$ cat config.mk
export PLATFORM = sky130hd
export DESIGN_NAME = seven_segment_scanner
export DESIGN_NICKNAME = d
export VERILOG_FILES = /design/src/rtl/seven_segment_scanner_pkg.sv /design/src/rtl/seven_segment_scanner_bcd_to_seg.sv /design/src/rtl/seven_segment_scanner.sv
export SDC_FILE = /design/constraint.sdc
export NUM_CORES = 1
export LEC_CHECK = 0
export BUFFER_PORTS_ARGS = -buffer_cell sky130_fd_sc_hd__buf_4
export CAP_MARGIN = 5
export CORE_ASPECT_RATIO = 1.1
export CORE_UTILIZATION = 55
export DETAILED_ROUTE_END_ITERATION = 10
export PLACE_DENSITY = 0.78
export SYNTH_ARGS = -nofsm -noshare
export SYNTH_HDL_FRONTEND = slang
export SYNTH_HIERARCHICAL = 1
export SYNTH_SLANG_ARGS = --single-unit
$ cat constraint.sdc
create_clock -name clk -period 3.2 [get_ports clk]
set_input_delay 0.8 -clock clk [delete_from_list [all_inputs] [get_ports clk]]
set_output_delay 0.8 -clock clk [all_outputs]
set_load 0.01 [all_outputs]
$ cat src/rtl/seven_segment_scanner_pkg.sv
// Shared seven-segment display definitions: scan FSM states, segment patterns
// and the BCD decode table used by every display block.
package seven_segment_scanner_pkg;

   typedef enum logic {
      ST_BLANK = 1'b0,
      ST_SHOW  = 1'b1
   } scan_state_e;

   localparam int NIBBLE_W = 4;

   // Patterns are active-low, bit order g..a (seg[6]=g, seg[0]=a).
   localparam logic [6:0] SEG_BLANK = 7'b1111111;
   localparam logic [6:0] SEG_DASH  = 7'b0111111;

   function automatic logic [6:0] bcd_seg(input logic [NIBBLE_W-1:0] nib);
      logic [6:0] pat;
      case (nib)
         4'd0:    pat = 7'b1000000;
         4'd1:    pat = 7'b1111001;
         4'd2:    pat = 7'b0100100;
         4'd3:    pat = 7'b0110000;
         4'd4:    pat = 7'b0011001;
         4'd5:    pat = 7'b0010010;
         4'd6:    pat = 7'b0000010;
         4'd7:    pat = 7'b1111000;
         4'd8:    pat = 7'b0000000;
         4'd9:    pat = 7'b0010000;
         default: pat = SEG_DASH;
      endcase
      return pat;
   endfunction

endpackage

$ cat src/rtl/seven_segment_scanner_bcd_to_seg.sv
// Purely combinational BCD nibble to active-low seven-segment decoder.
module bcd_to_seg
   import seven_segment_scanner_pkg::*;
(
   input  logic [3:0] nibble,
   output logic [6:0] seg_n
);

   assign seg_n = bcd_seg(nibble);

endmodule

$ cat src/rtl/seven_segment_scanner.sv
// Time-multiplexed seven-segment scanner: one digit per dwell period, with a
// short blank interval after every digit change to suppress ghosting.
module seven_segment_scanner
   import seven_segment_scanner_pkg::*;
#(
   parameter int NUMBER_OF_DIGITS         = 4,
   parameter int NUMBER_OF_BITS_PER_DIGIT = 4,
   parameter int CLK_HZ                   = 100_000_000,
   parameter int SCAN_HZ                  = 1000,
   parameter int BLANK_CYCLES             = 100
) (
   input  logic                                               clk,
   input  logic                                               rst,
   input  logic [NUMBER_OF_DIGITS*NUMBER_OF_BITS_PER_DIGIT-1:0] number,
   input  logic [NUMBER_OF_DIGITS-1:0]                        digit_on,
   input  logic [NUMBER_OF_DIGITS-1:0]                        dp_on,
   output logic [NUMBER_OF_DIGITS-1:0]                        an,
   output logic [6:0]                                         seg,
   output logic                                               dp,
   output logic                                               scan_tick
);

   localparam int DIV   = CLK_HZ / SCAN_HZ;
   localparam int NB    = NUMBER_OF_BITS_PER_DIGIT;
   localparam int CNT_W = (DIV > 1) ? $clog2(DIV) : 1;
   localparam int IDX_W = (NUMBER_OF_DIGITS > 1) ? $clog2(NUMBER_OF_DIGITS) : 1;
   localparam int BLK_W = (BLANK_CYCLES > 1) ? $clog2(BLANK_CYCLES) : 1;

   localparam logic [CNT_W-1:0] CNT_LAST = CNT_W'(DIV - 1);
   localparam logic [IDX_W-1:0] IDX_LAST = IDX_W'(NUMBER_OF_DIGITS - 1);
   localparam logic [BLK_W-1:0] BLK_LAST = BLK_W'(BLANK_CYCLES - 1);

   logic [CNT_W-1:0]            cnt_q, cnt_d;
   logic [IDX_W-1:0]            cur_idx_q, cur_idx_d;
   logic [IDX_W-1:0]            nxt_idx_q, nxt_idx_d;
   scan_state_e                 state_q, state_d;
   logic [BLK_W-1:0]            blk_q, blk_d;
   logic [NB-1:0]               nib_q, nib_d;
   logic                        on_q, on_d;
   logic                        dpo_q, dpo_d;
   logic [NUMBER_OF_DIGITS-1:0] an_q, an_d;
   logic [6:0]                  seg_q, seg_d;
   logic                        dp_q, dp_d;
   logic [3:0]                  dec_nib;
   logic [6:0]                  dec_seg;

   assign scan_tick = (cnt_q == CNT_LAST);
   assign an        = an_q;
   assign seg       = seg_q;
   assign dp        = dp_q;

   bcd_to_seg u_dec (
      .nibble (dec_nib),
      .seg_n  (dec_seg)
   );

   // nxt_idx_q names the digit that the coming tick will display, so the
   // first tick after reset shows digit 0.
   always_comb begin
      cnt_d     = scan_tick ? '0 : cnt_q + CNT_W'(1);
      cur_idx_d = cur_idx_q;
      nxt_idx_d = nxt_idx_q;
      state_d   = state_q;
      blk_d     = blk_q;
      nib_d     = nib_q;
      on_d      = on_q;
      dpo_d     = dpo_q;

      if (scan_tick) begin
         cur_idx_d = nxt_idx_q;
         nxt_idx_d = (nxt_idx_q == IDX_LAST) ? '0 : nxt_idx_q + IDX_W'(1);
         nib_d     = number[int'(nxt_idx_q)*NB +: NB];
         on_d      = digit_on[nxt_idx_q];
         dpo_d     = dp_on[nxt_idx_q];
         blk_d     = '0;
         state_d   = (BLANK_CYCLES == 0) ? ST_SHOW : ST_BLANK;
      end else if (state_q == ST_BLANK) begin
         if (BLANK_CYCLES == 0 || blk_q == BLK_LAST) begin
            state_d = ST_SHOW;
         end else begin
            blk_d = blk_q + BLK_W'(1);
         end
      end
   end

   // Output registers follow the next state so the blank interval starts on
   // the cycle right after the tick.
   always_comb begin
      dec_nib = 4'(nib_d);
      if (NB > 4 && |(nib_d >> 4)) begin
         dec_nib = 4'hF;
      end

      an_d  = '1;
      seg_d = SEG_BLANK;
      dp_d  = 1'b1;
      if (state_d == ST_SHOW) begin
         if (on_d) begin
            an_d[cur_idx_d] = 1'b0;
         end
         seg_d = dec_seg;
         dp_d  = ~dpo_d;
      end
   end

   always_ff @(posedge clk or posedge rst) begin
      if (rst) begin
         cnt_q     <= '0;
         cur_idx_q <= '0;
         nxt_idx_q <= '0;
         state_q   <= ST_BLANK;
         blk_q     <= '0;
         nib_q     <= '0;
         on_q      <= 1'b0;
         dpo_q     <= 1'b0;
         an_q      <= '1;
         seg_q     <= SEG_BLANK;
         dp_q      <= 1'b1;
      end else begin
         cnt_q     <= cnt_d;
         cur_idx_q <= cur_idx_d;
         nxt_idx_q <= nxt_idx_d;
         state_q   <= state_d;
         blk_q     <= blk_d;
         nib_q     <= nib_d;
         on_q      <= on_d;
         dpo_q     <= dpo_d;
         an_q      <= an_d;
         seg_q     <= seg_d;
         dp_q      <= dp_d;
      end
   end

endmodule

=== Yosys cells after proc, flatten, opt, wreduce, memory -nomap -nowiden ===
Memories as Yosys holds them, arrays and structs flattened.
Cells that the tools add are included.

* Flip-flop bits (word level): 47
* Word-level logic and storage cells: 50
* Memories: 1
* ROM bits: 112
* Bits of input ports: 26

{| class="wikitable"
|+ Memories
! memory !! depth !! bits a word !! rd ports !! clocked after Yosys merged registers in !! wr ports !! RTL line !! source
|-
| (no name shown) || 16 || 7 || 1 || 0 || 0 || seven_segment_scanner_pkg.sv:18 || <nowiki>case (nib)</nowiki>
|}

* Multiplexer cells: 22
* Shift operators: 1
* Add/subtract/negate cells: 3
* Reduce and logical (&&, ||, !) cells: 2
* Bitwise gates (word level): 2
* Equality and inequality tests: 5
* Order comparisons: 3

{| class="wikitable"
|+ Operator list
! operator !! count
|-
| two-way mux 7 bit || 4
|-
| adder 17 x 1 -> 17 bit (second input constant) || 1
|-
| equality test 17 bit (second input constant) || 1
|-
| two-way mux 17 bit || 1
|-
| indexed part select 16 x 5 -> 4 bit || 1
|-
| two-way mux 4 bit || 3
|-
| two-way mux 1 bit || 9
|-
| adder 7 x 1 -> 7 bit (second input constant) || 1
|-
| equality test 7 bit (second input constant) || 1
|-
| less-than comparator 2 x 3 -> 1 bit (second input constant) || 2
|-
| binary-select mux 1 bit (select 2 bit) || 2
|-
| two-way mux 2 bit || 2
|-
| inequality test 2 bit (second input constant) || 2
|-
| inverter 4 bit || 1
|-
| adder 2 x 1 -> 2 bit (second input constant) || 1
|-
| demux 1 bit (select 2 bit) || 1
|-
| equality test 2 bit (second input constant) || 1
|-
| >= comparator 2 x 1 -> 1 bit (second input constant) || 1
|-
| AND reduction 2 bit || 1
|-
| logical AND 1 bit || 1
|-
| inverter 1 bit || 1
|}

=== Longest topological paths before layout ===
Gate-level depths: netlist of the first run.

* Depth after elaboration: 9
* Mapped depth: 12
* Gate-level depth less buffers: 10

=== Hierarchy ===
The synthesis of the first run kept the hierarchy.

{| class="wikitable"
|+ By module, submodules not included
! module !! cells each !! times used !! area an instance (um^2)
|-
| seven_segment_scanner || 166 || 1 || 2162.1
|-
| bcd_to_seg || 33 || 1 || 205.2
|}

=== Least setup slack after synthesis of the first run ===
OpenSTA, ideal clock, no wires.

* Path type: register -> register
* Start point: register cnt_q[0]
* End point: register seg_q[5], in the netlist seg[5]
* Path slack: 0.567 ns
* Arrival: 2.546 ns
* Library setup time: 0.088 ns
* Stages on the path, launching flop included: 12
* Period minus slack after synthesis: 2.633 ns
* Path through: dfrtp_1 ha_1 and4_4 and4_1 buf_6 buf_12 mux2_2 ha_1 or2b_1 a21oi_1 nor2_1 or3_1

* Word-level cells in the longest chain between the ends: 4
* Elaborated cells between the ends (all ways): 5
* Classes of those cells: eq/ne (1); mux (3); memory (1)

{| class="wikitable"
|+ Ends and longest elaborated chain
! element !! RTL line !! source
|-
| start, declared || seven_segment_scanner.sv:33 || <nowiki>logic [CNT_W-1:0] cnt_q, cnt_d;</nowiki>
|-
| start signal, assigned || seven_segment_scanner.sv:120 || <nowiki>cnt_q <= cnt_d;</nowiki>
|-
| equality test 17 bit || seven_segment_scanner.sv:47 || <nowiki>assign scan_tick = (cnt_q == CNT_LAST);</nowiki>
|-
| two-way mux 4 bit || seven_segment_scanner.sv:69 || <nowiki>if (scan_tick) begin</nowiki>
|-
| via dec_nib[0] || seven_segment_scanner.sv:44 || <nowiki>logic [3:0] dec_nib;</nowiki>
|-
| memory (16 x 7 bit) || n/a ||
|-
| via dec_seg[5] || seven_segment_scanner.sv:45 || <nowiki>logic [6:0] dec_seg;</nowiki>
|-
| two-way mux 7 bit || seven_segment_scanner.sv:97 || <nowiki>if (state_d == ST_SHOW) begin</nowiki>
|-
| via seg_d[5] || seven_segment_scanner.sv:42 || <nowiki>logic [6:0] seg_q, seg_d;</nowiki>
|-
| end signal, assigned || seven_segment_scanner.sv:129 || <nowiki>seg_q <= seg_d;</nowiki>
|-
| end, declared || seven_segment_scanner.sv:42 ||
|}

The timed path passes the listed nets, and every way through them passes these cells.
A chain may end at the register's enable or synchronous reset.

=== Worst setup path in the final report of the first run ===
* Start point: register cnt_q[0]
* End point: output scan_tick

* Word-level cells in the longest chain between the ends: 1

{| class="wikitable"
|+ Ends and longest elaborated chain
! element !! RTL line !! source
|-
| equality test 17 bit || seven_segment_scanner.sv:47 ||
|-
| end, declared || seven_segment_scanner.sv:20 || <nowiki>output logic scan_tick</nowiki>
|}

Every way passes these cells.

==> flow_summary.ini, run 1 <==
[run_status]
status = complete, no violations

[die]
ios = 39
die_area_mm2 = 0.00457
die_w_um = 64.6
core-area_mm2 = 0.00405
rows = 24
initial_core_util_pct = 58.4
die_h_um = 70.8

[finish]
finish.utilization_pct = 67.6
n_antenna_cell = 0
final_area_mm2 = 0.00274
layoutNonFillerInstCount = 292
nets = 273
nFillCells = 324
final_common_cell = buf_4
mostFrequentLayoutCells = buf_4, dfrtp_1, nor2_1
syn_to_final_growth_pct = 15.8
drive_gt1_share_pct = 34.2

[power]
cellLeakagePower_nw = 1.22
p_total_w = 0.000981
irDropWorstVdd_uv = 259
p_per_area_mw_per_mm2 = 358

[critical_path]
reg2reg_slack_ns = 0.40
worstSetupPathType = flip-flop to output pin
cp_common_cell = buf_4
cp-end-kind = output pin
reg2reg_from = cnt_q[0]
cp.required_ns = 2.40
cpMaxStageDelayCell = dfrtp_1
reg2reg_depth = 9
r2r_end = seg[0]
cp-start-kind = flip-flop
cp_cell_sequence = ha_1 > and4_4 > and4_1 > buf_4 > buf_4
critPathMaxStageDelay_ns = 0.40
path_max_fanout = 22
startpoint = cnt_q[0]
worstPathArrival_ns = 2.09
endpoint = scan_tick

[detailed_routing]
drc_errors = 0
vias_per_cell = 5.42
wl_per_cell_um = 13.7
drt-initial-drc-count = 124
final_antenna_net_count = 0
dr_total_vias = 1584
wirelength_mm = 3.99
firstDrtPassIters = 4

[cts]
numCtsBuffers = 5
cts_tree = yes
numClockSinks = 47
cts.htree.levels = 2
clk_latency_ns = 0.30
clk_pin_slew_ns = 0.08
cts_setup_buffers = 0
clock_path_buffers = 2
cts_resized = 0
cts-hold-fix-buffers = 0
clock-root-buffer = clkbuf_8

[synthesis]
ys_seq_area_share_pct = 50.3
ys_types = 39
yosys_warnings = 6
synth_nets = 233
netlist_area_mm2 = 0.00237
yosysTopAreaCell = dfrtp_1
synth_area_per_cell_um2 = 11.9
synth_top_area_share_pct = 37.0
synth.area.top_cells = dfrtp_1, dfstp_2, mux4_2
synth_seq_cells = 47
syn_inst = 199

[timing]
fin_skew_ns = 0.0133
setup_tns_ns = 0
fmaxAchievable_mhz = 346
finalMaxSlewViolations = 0
finalHoldViolations = 0
max_slew_margin_pct = 62.5
worst_pin_slew_ns = 0.563
rsz0062_at_grt = no
fin_crit_sh_pct = 90.3
period_minus_slack_ns = 2.89
setup_viol = 0

[grt]
grt_pass1_wl_mm = 7.07
grt_overflow = 0
grt_use_total_pct = 20.2
antenna_found_initial = 0
first_global_vias = 1589
grt_max_degree = 48

[placement]
portBuffers = 38
placed_area_mm2 = 0.00265
gp_congestion = 0.782
dp_hpwl_mm = 2.89
dp.cells = 284

[hold_path]
hold_path_class = flip-flop to flip-flop

[flow_run]
maxCapViolCount = 0
## cell families (layout without fill, tap and decap cells)
kind of cell	after synthesis	in the layout	synth area share [%]
muxes	18	18	11.3
and+or+nand+nor	84	84	19.7
DFF	47	47	50.3
xor gates and xnor gates	19	19	7.03
AOI/OAI and AO/OA	11	11	3.12
buffers and inverters	12	53	4.28
adders and majority gates	8	8	4.23
## layout make-up
class	instances	area, um2	area share (%)
inverter	4	15.0	0.548
tap	52	65.1	2.37
clock inverter	2	13.8	0.502
multi-input combinational	140	1070	39.2
clock buffer	6	72.6	2.65
timing repair buffer	41	308	11.2
sequential	47	1190	43.5
## cells in the mapped netlist
library cell,count
or3_1,7
and2_1,2
a311oi_1,2
a21oi_2,1
and3_1,1
mux4_2,6
nand2b_1,4
nor4b_1,1
nor2_1,25
nand4b_1,2
nand3_1,8
or2b_1,1
or2_4,1
buf_6,3
buf_1,2
and4_1,2
nor2_2,1
dfrtp_1,35
o21ai_0,3
inv_1,4
ha_1,8
a31oi_2,1
nand2_1,13
nor4_1,1
xnor2_1,14
mux2_2,10
nor2b_1,1
buf_2,1
a21oi_1,4
dfstp_2,12
mux2i_1,2
nand4_1,6
and4b_1,1
nor4bb_1,2
buf_12,2
and4_4,1
nor4b_4,1
nor3_1,3
xor2_1,5
## worst max-delay path: cells and delay by family (launching register included)
family                     cells  cell delay, ns
buffers and inverters          2            0.50
DFF                            1            0.40
and+or+nand+nor                2            0.67
adders and majority gates      1            0.22
## metrics by stage
stage / hold WS, ns / worst slack [ns]
global route: 0.444 / 0.164
CTS: 0.404 / 0.265
floorplan: 0.368 / 0.567
detailed placement: 0.391 / 0.416
global placement: 0.385 / 0.415
finish: 0.399 / 0.311
## layer usage
layer | up-vias | wire (um) | track usage [%]
met1 | 766 | 1810 | 26.4
met2 | 38 | 1980 | 33.2
met4 | 0 | 44 | 5.19
met5 | - | 0 | 0
li1 | 774 | - | -
met3 | 6 | 155 | 5.48
## registers in the layout, summed over array words and instances (netlist names)
name,count
on_q,1
cnt_q,17
dp,1
cur_idx_q,2
nxt_idx_q,2
seg,7
state_q,1
nib_q,4
blk_q,7
dpo_q,1
an,4
## worst min path at each step
stage	startpoint	end	slack, ns	cells past startpoint
after global placement	dpo_q	dp	0.39	1
after floorplan	dpo_q	dp	0.37	1
after global routing	dpo_q	dp	0.44	1
after CTS	dpo_q	dp	0.40	1
final	dpo_q	dp	0.40	1
after detailed placement	dpo_q	dp	0.39	1
## where the power goes
part | switching (W) | internal (W) | total, W
registers | 0 | 0.000594 | 0.000594
logic | 0.0000157 | 0.0000247 | 0.0000405
clock network | 0.000192 | 0.000154 | 0.000346
Power figures use the tool's default switching activity.
==> run 2: changes to the inputs <==
- CORE_ASPECT_RATIO: 1.1 -> 0.5
- MAX_ROUTING_LAYER: unset -> met4
==> run 2 against run 1 <==
Utilization increased by 1.4 points. Cell count increased by 0.34%. Clock power increased by 25%. Non-clock buffer count fell by 1. Clock-buffer cell count is 1 lower. Routed wire length is 3.4% lower. Setup slack got worse by 0.0076 ns. Flip-flop and latch count unchanged. Maximum frequency down 0.26%. Critical endpoint unchanged.
==> flow_summary.ini, run 2 (synthesized netlist as in run 1, its figures left out) <==
[run_status]
status = complete, no violations

[cts]
clock-root-buffer = clkbuf_8
cts_setup_buffers = 0
clk_latency_ns = 0.30
clock_path_buffers = 2
numCtsBuffers = 5
cts-hold-fix-buffers = 0
cts_resized = 0
numClockSinks = 47
clk_pin_slew_ns = 0.09
cts.htree.levels = 2
cts_tree = yes

[die]
die_h_um = 48.4
initial_core_util_pct = 59.1
ios = 39
core-area_mm2 = 0.00400
die_area_mm2 = 0.00459
rows = 16
die_w_um = 94.8

[critical_path]
worstSetupPathType = flip-flop to output pin
cp-end-kind = output pin
reg2reg_depth = 8
cp.required_ns = 2.40
cp-start-kind = flip-flop
r2r_end = seg[1]
reg2reg_slack_ns = 0.46
worstPathArrival_ns = 2.10
reg2reg_from = cnt_q[0]
path_max_fanout = 32

[placement]
dp_hpwl_mm = 2.80
portBuffers = 38
gp_congestion = 0.817

[timing]
setup_tns_ns = 0
worst_pin_slew_ns = 0.558
finalMaxSlewViolations = 0
fin_crit_sh_pct = 90.5
finalHoldViolations = 0
setup_viol = 0
period_minus_slack_ns = 2.90
max_slew_margin_pct = 62.8
fmaxAchievable_mhz = 345
rsz0062_at_grt = no
fin_skew_ns = 0.00666

[detailed_routing]
drt-initial-drc-count = 45
dr_total_vias = 1582
vias_per_cell = 5.40
firstDrtPassIters = 6
wl_per_cell_um = 13.1
drc_errors = 0
wirelength_mm = 3.85
final_antenna_net_count = 0

[grt]
grt_use_met3_pct = 5.19
grt_overflow = 0
first_global_vias = 1504
use_met1_pct = 24.7
busiest_layer = met2
antenna_found_initial = 0
grt_pass1_wl_mm = 6.67
grt_max_degree = 48
gr-usage-met2_pct = 31.2
grt_use_total_pct = 19.8

[hold_path]
hold_path_depth = 1
hold_path_class = flip-flop to flip-flop
min_from = dpo_q
min_to = dp

[finish]
mostFrequentLayoutCells = buf_4, dfrtp_1, nor2_1
drive_gt1_share_pct = 34.3
final_common_cell = buf_4
n_antenna_cell = 0
largest_reg_flops = 17
syn_to_final_growth_pct = 16.6
largest_register = cnt_q
nets = 272

[flow_run]
maxCapViolCount = 0

[power]
p_per_area_mw_per_mm2 = 386
cellLeakagePower_nw = 1.22
irDropWorstVdd_uv = 215
p_total_w = 0.00106
run 2: changes by cell type in the layout (fill, tap and decap cells not counted), sizes merged:
cell and change:
clkbuf -1, bufinv +1, buf -1
run 2: through the flow:
step	instances	hold slack, ns	cell area (um2)	worst slack, ns	util (%)
6_report	293	0.420	2760	0.303	69.0
5_1_grt	293	0.480	2760	0.163	69.0
2_1_floorplan	199	0.368	2370	0.567	-
3_5_place_dp	285	0.424	2650	0.451	66.2
3_3_place_gp	285	0.382	2650	0.469	66.2
4_1_cts	293	0.436	2760	0.289	69.0
run 2: layer usage:
layer | routed length, um | part of all wire (%)
met5 | 0 | 0
met4 | 42 | 1.1
met3 | 165 | 4.3
met2 | 1880 | 49
met1 | 1770 | 46
run 2: where the power goes:
group          internal, W  leakage, nW  switching [W]   total, W
Sequential        0.000594        0.586              0   0.000594
Combinational    0.0000247        0.580      0.0000151  0.0000399
Clock             0.000233       0.0581       0.000198   0.000431
run 2: worst max-delay path by stage:
stage | to | depth (start not counted) | slack (ns) | from
2_1_floorplan | seg[5] | 11 | 0.57 | cnt_q[0]
3_3_place_gp | seg[3] | 8 | 0.47 | number[12]
3_5_place_dp | seg[0] | 8 | 0.45 | number[12]
4_1_cts | scan_tick | 5 | 0.29 | cnt_q[0]
5_1_grt | scan_tick | 5 | 0.16 | cnt_q[0]
6_report | scan_tick | 5 | 0.30 | cnt_q[0]
run 2: worst max-delay path, stage by stage, from the launching register on:
cell	delay, ns
dfrtp_1	0.40
ha_1	0.22
and4_4	0.27
and4_1	0.33
buf_4	0.37
buf_4	0.19
run 2: final cells by class:
type / instances / area, um2
Clock buffer: 5 / 68.8
Timing Repair Buffer: 40 / 300
Inverter: 4 / 15.0
Clock inverter: 3 / 43.8
Tap cell: 54 / 67.6
Multi-Input combinational cell: 140 / 1070
Sequential cell: 47 / 1190
Fill cell: 305 / 1240
